<file path="config.mk">
export PLATFORM = sky130hd
export DESIGN_NAME = mux_scan_sequencer
export DESIGN_NICKNAME = d
export VERILOG_FILES = /design/src/rtl/mux_pkg.sv /design/src/rtl/mux16to1.sv /design/src/rtl/mux_scan_sequencer.sv
export SDC_FILE = /design/constraint.sdc
export NUM_CORES = 1
export LEC_CHECK = 0
export CORE_MARGIN = 2
export CORE_UTILIZATION = 45
export CTS_BUF_LIST = sky130_fd_sc_hd__clkbuf_16
export DETAILED_ROUTE_END_ITERATION = 10
export PLACE_DENSITY = 0.85
export SYNTH_ARGS = -nofsm -noshare
export SYNTH_HDL_FRONTEND = slang
export SYNTH_SLANG_ARGS = --single-unit
</file>
<file path="constraint.sdc">
create_clock -name clk -period 1.7 [get_ports clk]
set_input_delay 0.17 -clock clk [delete_from_list [all_inputs] [get_ports clk]]
set_output_delay 0.17 -clock clk [all_outputs]
set_load 0.01 [all_outputs]
</file>
<file path="src/rtl/mux_pkg.sv">
// Shared constants and FSM state encoding for the mux scan sequencer.
// Provides DATA_W, SEL_W and the IDLE/SHIFT/DONE state enum.
package mux_pkg;

    localparam int DATA_W = 16;
    localparam int SEL_W  = 4;

    typedef enum logic [1:0] {
        ST_IDLE  = 2'd0,
        ST_SHIFT = 2'd1,
        ST_DONE  = 2'd2
    } state_e;

endpackage

</file>
<file path="src/rtl/mux16to1.sv">
// 16:1 bit multiplexer selecting in[sel].
// Ports: in (data word), sel (bit index), out (selected bit).
module mux16to1
    import mux_pkg::*;
(
    input  logic [DATA_W-1:0] in,
    input  logic [SEL_W-1:0]  sel,
    output logic              out
);

    assign out = in[sel];

endmodule

</file>
<file path="src/rtl/mux_scan_sequencer.sv">
// Serialises a range of bits from a 16-bit word through a 16:1 mux,
// walking the select index up or down (mod 16) from first to last.
// Ports: clk, rst_n; load_valid/load_ready/load_data/first_idx/last_idx/dir
// (request); ser_valid/ser_ready/ser_bit/ser_last (bit stream);
// sel_dbg, busy, done (status).
module mux_scan_sequencer
    import mux_pkg::*;
#(
    parameter logic [SEL_W-1:0] IDLE_SEL = 4'h0
) (
    input  logic              clk,
    input  logic              rst_n,
    input  logic              load_valid,
    output logic              load_ready,
    input  logic [DATA_W-1:0] load_data,
    input  logic [SEL_W-1:0]  first_idx,
    input  logic [SEL_W-1:0]  last_idx,
    input  logic              dir,
    output logic              ser_valid,
    input  logic              ser_ready,
    output logic              ser_bit,
    output logic              ser_last,
    output logic [SEL_W-1:0]  sel_dbg,
    output logic              busy,
    output logic              done
);

    state_e            state_q, state_d;
    logic [DATA_W-1:0] data_q, data_d;
    logic [SEL_W-1:0]  last_q, last_d;
    logic [SEL_W-1:0]  sel_q, sel_d;
    logic              dir_q, dir_d;
    logic              mux_out;

    mux16to1 u_mux (
        .in  (data_q),
        .sel (sel_q),
        .out (mux_out)
    );

    always_comb begin
        state_d = state_q;
        data_d  = data_q;
        last_d  = last_q;
        sel_d   = sel_q;
        dir_d   = dir_q;
        unique case (state_q)
            ST_IDLE: begin
                if (load_valid) begin
                    data_d  = load_data;
                    last_d  = last_idx;
                    dir_d   = dir;
                    sel_d   = first_idx;
                    state_d = ST_SHIFT;
                end
            end
            ST_SHIFT: begin
                if (ser_ready) begin
                    if (sel_q == last_q) begin
                        state_d = ST_DONE;
                        sel_d   = IDLE_SEL;
                    end else if (dir_q) begin
                        // 4-bit arithmetic wraps 0 -> 15 and 15 -> 0
                        sel_d = sel_q - 4'd1;
                    end else begin
                        sel_d = sel_q + 4'd1;
                    end
                end
            end
            ST_DONE: begin
                state_d = ST_IDLE;
                sel_d   = IDLE_SEL;
            end
            default: begin
                state_d = ST_IDLE;
                sel_d   = IDLE_SEL;
            end
        endcase
    end

    always_ff @(posedge clk or negedge rst_n) begin
        if (!rst_n) begin
            state_q <= ST_IDLE;
            data_q  <= '0;
            last_q  <= '0;
            sel_q   <= IDLE_SEL;
            dir_q   <= 1'b0;
        end else begin
            state_q <= state_d;
            data_q  <= data_d;
            last_q  <= last_d;
            sel_q   <= sel_d;
            dir_q   <= dir_d;
        end
    end

    assign load_ready = (state_q == ST_IDLE);
    assign ser_valid  = (state_q == ST_SHIFT);
    assign ser_bit    = ser_valid & mux_out;
    assign ser_last   = ser_valid & (sel_q == last_q);
    assign sel_dbg    = sel_q;
    assign busy       = (state_q != ST_IDLE);
    assign done       = (state_q == ST_DONE);

endmodule

</file>
==> results.sh, run 1 <==
export IMPL_fin_ws_ps=-222
export IMPL_core_um2=3000
export IMPL_cpPeakStageDelay_ps=570
export IMPL_worstSetupStartpointType="register"
export IMPL_synth_area_per_cell_um2=12.5
export IMPL_violations="negative setup slack"
export IMPL_routed_wirelength_um=3270
export IMPL_pwr_share_seq_pct=32.6
export IMPL_fill_cells=228
export IMPL_p_sw_mw=1.32
export IMPL_period_share_pct=113
export IMPL_clock_sinks=27
export IMPL_routed_via_density=5.48
export IMPL_path_class="reg2out"
export IMPL_grt_pass1_vias=1163
export IMPL_final_cells=196
export IMPL_cts_made_buffers=3
export IMPL_cp_data_required_time_ps=1530
export IMPL_nNetsFinal=196
export IMPL_track_usage_pct=21.2
export IMPL_antenna_found_initial=0
export IMPL_clock_tree_root_cell="clkbuf_16"
export IMPL_setup_viol=1
export IMPL_yosysTopAreaCell="dfrtp_1"
export IMPL_area_growth_pct=44.6
export IMPL_worst_pin_slew_ps=342
export IMPL_grt_pass1_wl_um=5450
export IMPL_wl_per_cell_um=16.7
export IMPL_postRouteAntennaNets=0
export IMPL_async_flop_share_pct=100
export IMPL_std_cell_rows=20
export IMPL_power_frac_clock_pct=13.8
export IMPL_hold_path_class="in2async"
export IMPL_synth_edf_count=0
export IMPL_hold_viol_final=0
export IMPL_path_clk_slew_ps=60
export IMPL_syn_cell_area_um2=1390
export IMPL_grt_max_degree=28
export IMPL_dr_pass1_iters=6
export IMPL_grt_setup_unrepaired="true"
export IMPL_path_delay_family="multiplexers"
export IMPL_pre_cts_ws_ps=-386
export IMPL_io_buffers=38
export IMPL_ys_seq_area_share_pct=48.5
export IMPL_period_needed_ps=1920
export IMPL_dp_cells=190
export IMPL_routabilityCongestion=0.868
export IMPL_switching_share_pct=34.8
export IMPL_n_antenna_cell=0
export IMPL_dr_total_vias=1075
export IMPL_dpl_hpwl_um=2390
export IMPL_fmax_mhz=520
export IMPL_crit_chain="mux4_1 > o2111ai_1 > a21oi_2 > buf_2"
export IMPL_crit_arrival_ps=1750
export IMPL_ys_top_cells_by_area="dfrtp_1 49%, mux2_2 18%, xnor2_1 3.8%, mux2i_1 2.9%, buf_6 2.4%"
export IMPL_cp_slowest_cell="mux4_1"
export IMPL_syn_inst=111
export IMPL_clock_path_buffers=2
export IMPL_dieArea_um2=3560
export IMPL_power_mw=3.80
export IMPL_start_util_pct=46.4
export IMPL_overflow=0
export IMPL_synth_seq_cells=27
export IMPL_yosysMostFrequentCell="dfrtp_1"
export IMPL_p_int_mw=2.47
export IMPL_path_buf_inv=1
export IMPL_synth_top_cells_by_count="27 x dfrtp_1, 22 x mux2_2, 6 x inv_1, 6 x xnor2_1, 5 x nand3_1"
export IMPL_ios=39
export IMPL_die_w_um=59.6
export IMPL_drc_errors=0
export IMPL_drtIter0Drc=31
export IMPL_cp_end_kind="primary output"
export IMPL_peakVddDrop_mv=0.782
export IMPL_share_comb_of_total_power_pct=53.6
export IMPL_finalClockSkew_ps=2.28
export IMPL_ys_warnings_count=0
export IMPL_clk_latency_ps=260
export IMPL_synth_top_cell_area_share_pct=48.5
export IMPL_slew_headroom_pct=77.2
export IMPL_cts_tree="yes"
export IMPL_p_leak_nw=0.882
export IMPL_synth_ff_type="dfrtp_1"
export IMPL_synth_nets=143
export IMPL_power_per_cell_area_nw_per_um2=1890
export IMPL_maxCapViolCount=0
export IMPL_drive_above_1_share_pct=33.7
export IMPL_drv_slew=0
export IMPL_yosysUniqueCellTypes=31
export IMPL_htreeDepth=1
export IMPL_cp_max_fo=5
export IMPL_final_util_pct=67.0
export IMPL_status="finished, violations left"
export IMPL_die_h_um=59.6
[power groups by stage]
stage	sequential, mW	clock (mW)	combinational [mW]
detailed placement	1.24	0	1.92
global route	1.29	0.565	2.23
global placement	1.20	0	1.85
finish	1.24	0.524	2.04
floorplan	1.16	0	1.23
CTS	1.24	0.530	1.97
[worst paths after layout]
path	start	end	slack, ps	depth (start not counted)
max	sel_dbg[0]$_DFFE_PN0P_	ser_bit	-220	4
min	rst_n	dir_q$_DFFE_PN0P_	280	2
max reg2reg	sel_dbg[0]$_DFFE_PN0P_	sel_dbg[2]$_DFFE_PN0P_	20	5
min reg2reg	data_q[8]$_DFFE_PN0P_	data_q[8]$_DFFE_PN0P_	510	1
max in group asynchronous	rst_n	sel_dbg[0]$_DFFE_PN0P_	1130	2
min in group clk	data_q[8]$_DFFE_PN0P_	data_q[8]$_DFFE_PN0P_	510	1
[layout make-up]
type	count	area (um^2)	area share [%]
Clock inverter	1	3.75	0.186
Tap cell	33	41.3	2.05
Multi-Input combinational cell	71	677	33.6
Sequential cell	27	678	33.7
Inverter	6	22.5	1.12
Timing Repair Buffer	55	515	25.6
Clock buffer	3	75.1	3.73
[timing repair]
action / CTS / global route
hold buffers: 0 / 0
endpoints found under the hold margin: 0 / 0
gates resized for setup: 13 / 8
pin swaps: 5 / 2
setup endpoints to repair: 3 / 8
setup buffers: 1 / 1
[per-stage QoR]
step / setup TNS [ps] / instance area (um^2) / hold slack, ps
6_report: -222 / 2010 / 285
3_3_place_gp: -416 / 1880 / 489
2_1_floorplan: 0 / 1390 / -126
3_5_place_dp: -487 / 1880 / 496
5_1_grt: -338 / 2010 / 324
4_1_cts: -169 / 1980 / 308
[flip-flops by register name (all words and copies together), names as in the netlist]
name / flops
data_q: 16
last_q: 4
sel_dbg: 4
state_q: 2
dir_q: 1
[routing by layer]
layer	vias up	wire, um	global-route usage (%)	part of all wire [%]
li1	502	-	-	-
met1	517	1210	24.5	37
met2	47	1760	38.6	54
met3	9	205	2.84	6.3
met4	0	84	9.21	2.6
met5	-	0	0	0
[logic make-up (layout without fill, tap and decap cells)]
logic type	Yosys count	in the layout	share of synthesized area (%)
multiplexers	28	28	24.2
flip-flops	27	27	48.5
AND/OR/NAND/NOR	20	20	7.73
AO/OA/AOI/OAI	13	13	6.29
buffers and inverters	13	65	5.66
XOR/XNOR	7	7	4.40
adder cells (fa/ha/maj)	3	3	3.23
[layout by cell type, fill, tap and decap left out, drive strengths merged, types with 2 or more instances in the layout]
cell,synthesis,routed
nor2,2,2
inv,6,7
nand4,3,3
o22ai,2,2
dfrtp,27,27
nand3,5,5
a31oi,3,3
nand2b,2,2
a21oi,3,3
clkbuf,1,3
clkdlybuf4s50,0,34
buf,6,19
nand2,3,3
mux2i,4,4
and2,2,2
mux2,22,22
xnor2,6,6
mux4,2,2
ha,2,2
Power figures use the tool's default switching activity.
==> run 2, diff against run 1 <==
--- a/config.mk
+++ b/config.mk
@@ -6,10 +6,10 @@
 export NUM_CORES = 1
 export LEC_CHECK = 0
 export CORE_MARGIN = 2
-export CORE_UTILIZATION = 45
+export CORE_UTILIZATION = 43
 export CTS_BUF_LIST = sky130_fd_sc_hd__clkbuf_16
 export DETAILED_ROUTE_END_ITERATION = 10
-export PLACE_DENSITY = 0.85
+export PLACE_DENSITY = 0.82
 export SYNTH_ARGS = -nofsm -noshare
 export SYNTH_HDL_FRONTEND = slang
 export SYNTH_SLANG_ARGS = --single-unit
==> run 2 against run 1 <==
Effect of this change:
- the flow still finishes with violations (negative setup slack)
- worst setup slack better by 44 ps
- register-to-register slack gained 40 ps
- clock skew grew 4.1 ps
- total power shrank 1.0%
- routed wire length down 4.0%
- die area rose by 4.3%
- final cell count increased by 4.6%
- cell area decreased by 0.44%
- critical path type unchanged
- largest cell class unchanged
- largest power group unchanged
==> results.sh, run 2 (synthesis results as in run 1) <==
export IMPL_status="finished, violations left"
export IMPL_violations="negative setup slack"
export IMPL_clk_latency_ps=260
export IMPL_n_antenna_cell=0
export IMPL_final_util_pct=65.1
export IMPL_antenna_found_initial=0
export IMPL_start_util_pct=45.2
export IMPL_cts_tree="yes"
export IMPL_cp_max_fo=6
export IMPL_drc_errors=0
export IMPL_core_um2=3080
export IMPL_slew_headroom_pct=64.6
export IMPL_timing_rr_start="sel_dbg[1]$_DFFE_PN0P_"
export IMPL_power_frac_clock_pct=14.4
export IMPL_area_growth_pct=43.9
export IMPL_wl_per_cell_um=15.3
export IMPL_dr_pass1_iters=4
export IMPL_drtIter0Drc=11
export IMPL_die_w_um=60.9
export IMPL_track_usage_pct=18.6
export IMPL_cts_made_buffers=3
export IMPL_setup_viol=1
export IMPL_dieArea_um2=3710
export IMPL_ios=39
export IMPL_hold_path_class="in2async"
export IMPL_routabilityCongestion=0.833
export IMPL_power_per_cell_area_nw_per_um2=1870
export IMPL_final_common_cell="clkdlybuf4s50_1"
export IMPL_dp_cells=199
export IMPL_worstSetupStartpointType="register"
export IMPL_fill_cells=243
export IMPL_dpl_hpwl_um=2330
export IMPL_switching_share_pct=35.0
export IMPL_seq_area_um2=678
export IMPL_holdWs_ps=268
export IMPL_share_comb_of_total_power_pct=52.4
export IMPL_postLayoutCellArea_um2=2000
export IMPL_path_clk_slew_ps=70
export IMPL_top_register="data_q"
export IMPL_cp_end_kind="primary output"
export IMPL_grt_pass1_vias=1106
export IMPL_crit_arrival_ps=1710
export IMPL_worst_pin_slew_ps=517
export IMPL_period_needed_ps=1880
export IMPL_routed_via_density=5.05
export IMPL_finalClockSkew_ps=6.35
export IMPL_grt_setup_unrepaired="true"
export IMPL_period_share_pct=110
export IMPL_crit_start="sel_dbg[0]$_DFFE_PN0P_"
export IMPL_postRouteAntennaNets=0
export IMPL_peakVddDrop_mv=0.936
export IMPL_place_area_um2=1880
export IMPL_grt_max_degree=28
export IMPL_pwr_share_seq_pct=33.2
export IMPL_die_h_um=60.9
export IMPL_grt_pass1_wl_um=4970
export IMPL_multiInputGateArea_um2=668
export IMPL_p_sw_mw=1.31
export IMPL_htreeDepth=1
export IMPL_clock_tree_root_cell="clkbuf_16"
export IMPL_final_cell_mix="35 x clkdlybuf4s50_1, 25 x dfrtp_1, 22 x mux2_2"
export IMPL_io_buffers=38
export IMPL_hold_buffers=0
export IMPL_fmax_mhz=532
export IMPL_fin_ws_ps=-178
export IMPL_overflow=0
export IMPL_maxCapViolCount=0
export IMPL_pre_cts_ws_ps=-443
export IMPL_p_leak_nw=0.835
export IMPL_std_cell_rows=20
export IMPL_p_int_mw=2.44
export IMPL_nNetsFinal=194
export IMPL_path_class="reg2out"
export IMPL_dr_total_vias=1035
export IMPL_largest_register_ffs=16
export IMPL_clock_sinks=27
export IMPL_power_mw=3.76
export IMPL_clock_path_buffers=2
export IMPL_drv_slew=0
export IMPL_final_cells=205
export IMPL_hold_viol_final=0
export IMPL_routed_wirelength_um=3130
export IMPL_finalSetupTns_ps=-178
export IMPL_cp_data_required_time_ps=1530
export IMPL_drive_above_1_share_pct=34.8
==> run 2: changes by cell type in the layout (fill, tap and decap cells not counted), sizes merged <==
cell,before,now
buf,19,16
inv,7,6
clkdlybuf4s50,34,35
dlymetal6s2s,1,0
clkbuf,3,4
clkinvlp,0,1
==> run 2: power groups by stage <==
stage,Combinational [mW],Sequential (mW),Clock (mW)
final,1.97,1.25,0.540
after global routing,2.14,1.29,0.577
after CTS,1.93,1.24,0.548
after detailed placement,1.87,1.24,0
after global placement,1.80,1.22,0
after floorplan,1.23,1.16,0
==> run 2: routing by layer <==
layer	GRT usage, %	part of all wire (%)	up-vias
met4	6.21	0.73	0
met3	3.41	3.8	4
met2	31.6	52	33
met5	0	0	-
met1	23.9	44	500
li1	-	-	498
==> run 2: repair_timing <==
action                                  CTS  global route
setup buffers                             1             1
endpoints found under the setup margin    4             5
gates resized for setup                  15             5
pin swaps                                 3             5
hold endpoints to repair                  0             0
==> run 2: cell type report <==
cell class	count	share of cell area, %
Clock inverter	1	0.375
Inverter	6	1.12
Sequential cell	27	33.8
Clock buffer	3	3.75
Multi-Input combinational cell	71	33.3
Timing Repair Buffer	53	24.8
Tap cell	44	2.75
==> run 2: final timing paths <==
check                      slack, ps  cells after the start                      to
max                             -180                      5                 ser_bit
min                              270                      2   data_q[5]$_DFFE_PN0P_
max reg2reg                       60                      7  sel_dbg[3]$_DFFE_PN0P_
min reg2reg                      510                      1   data_q[6]$_DFFE_PN0P_
max in group asynchronous       1150                      2  state_q[1]$_DFFE_PN0P_
min in group clk                 510                      1   data_q[6]$_DFFE_PN0P_
==> run 2: worst max-delay path: stages (launching register included) <==
cell,delay [ps]
dfrtp_2,460
mux4_2,360
o22ai_2,60
a311o_1,290
a21oi_2,140
buf_2,140
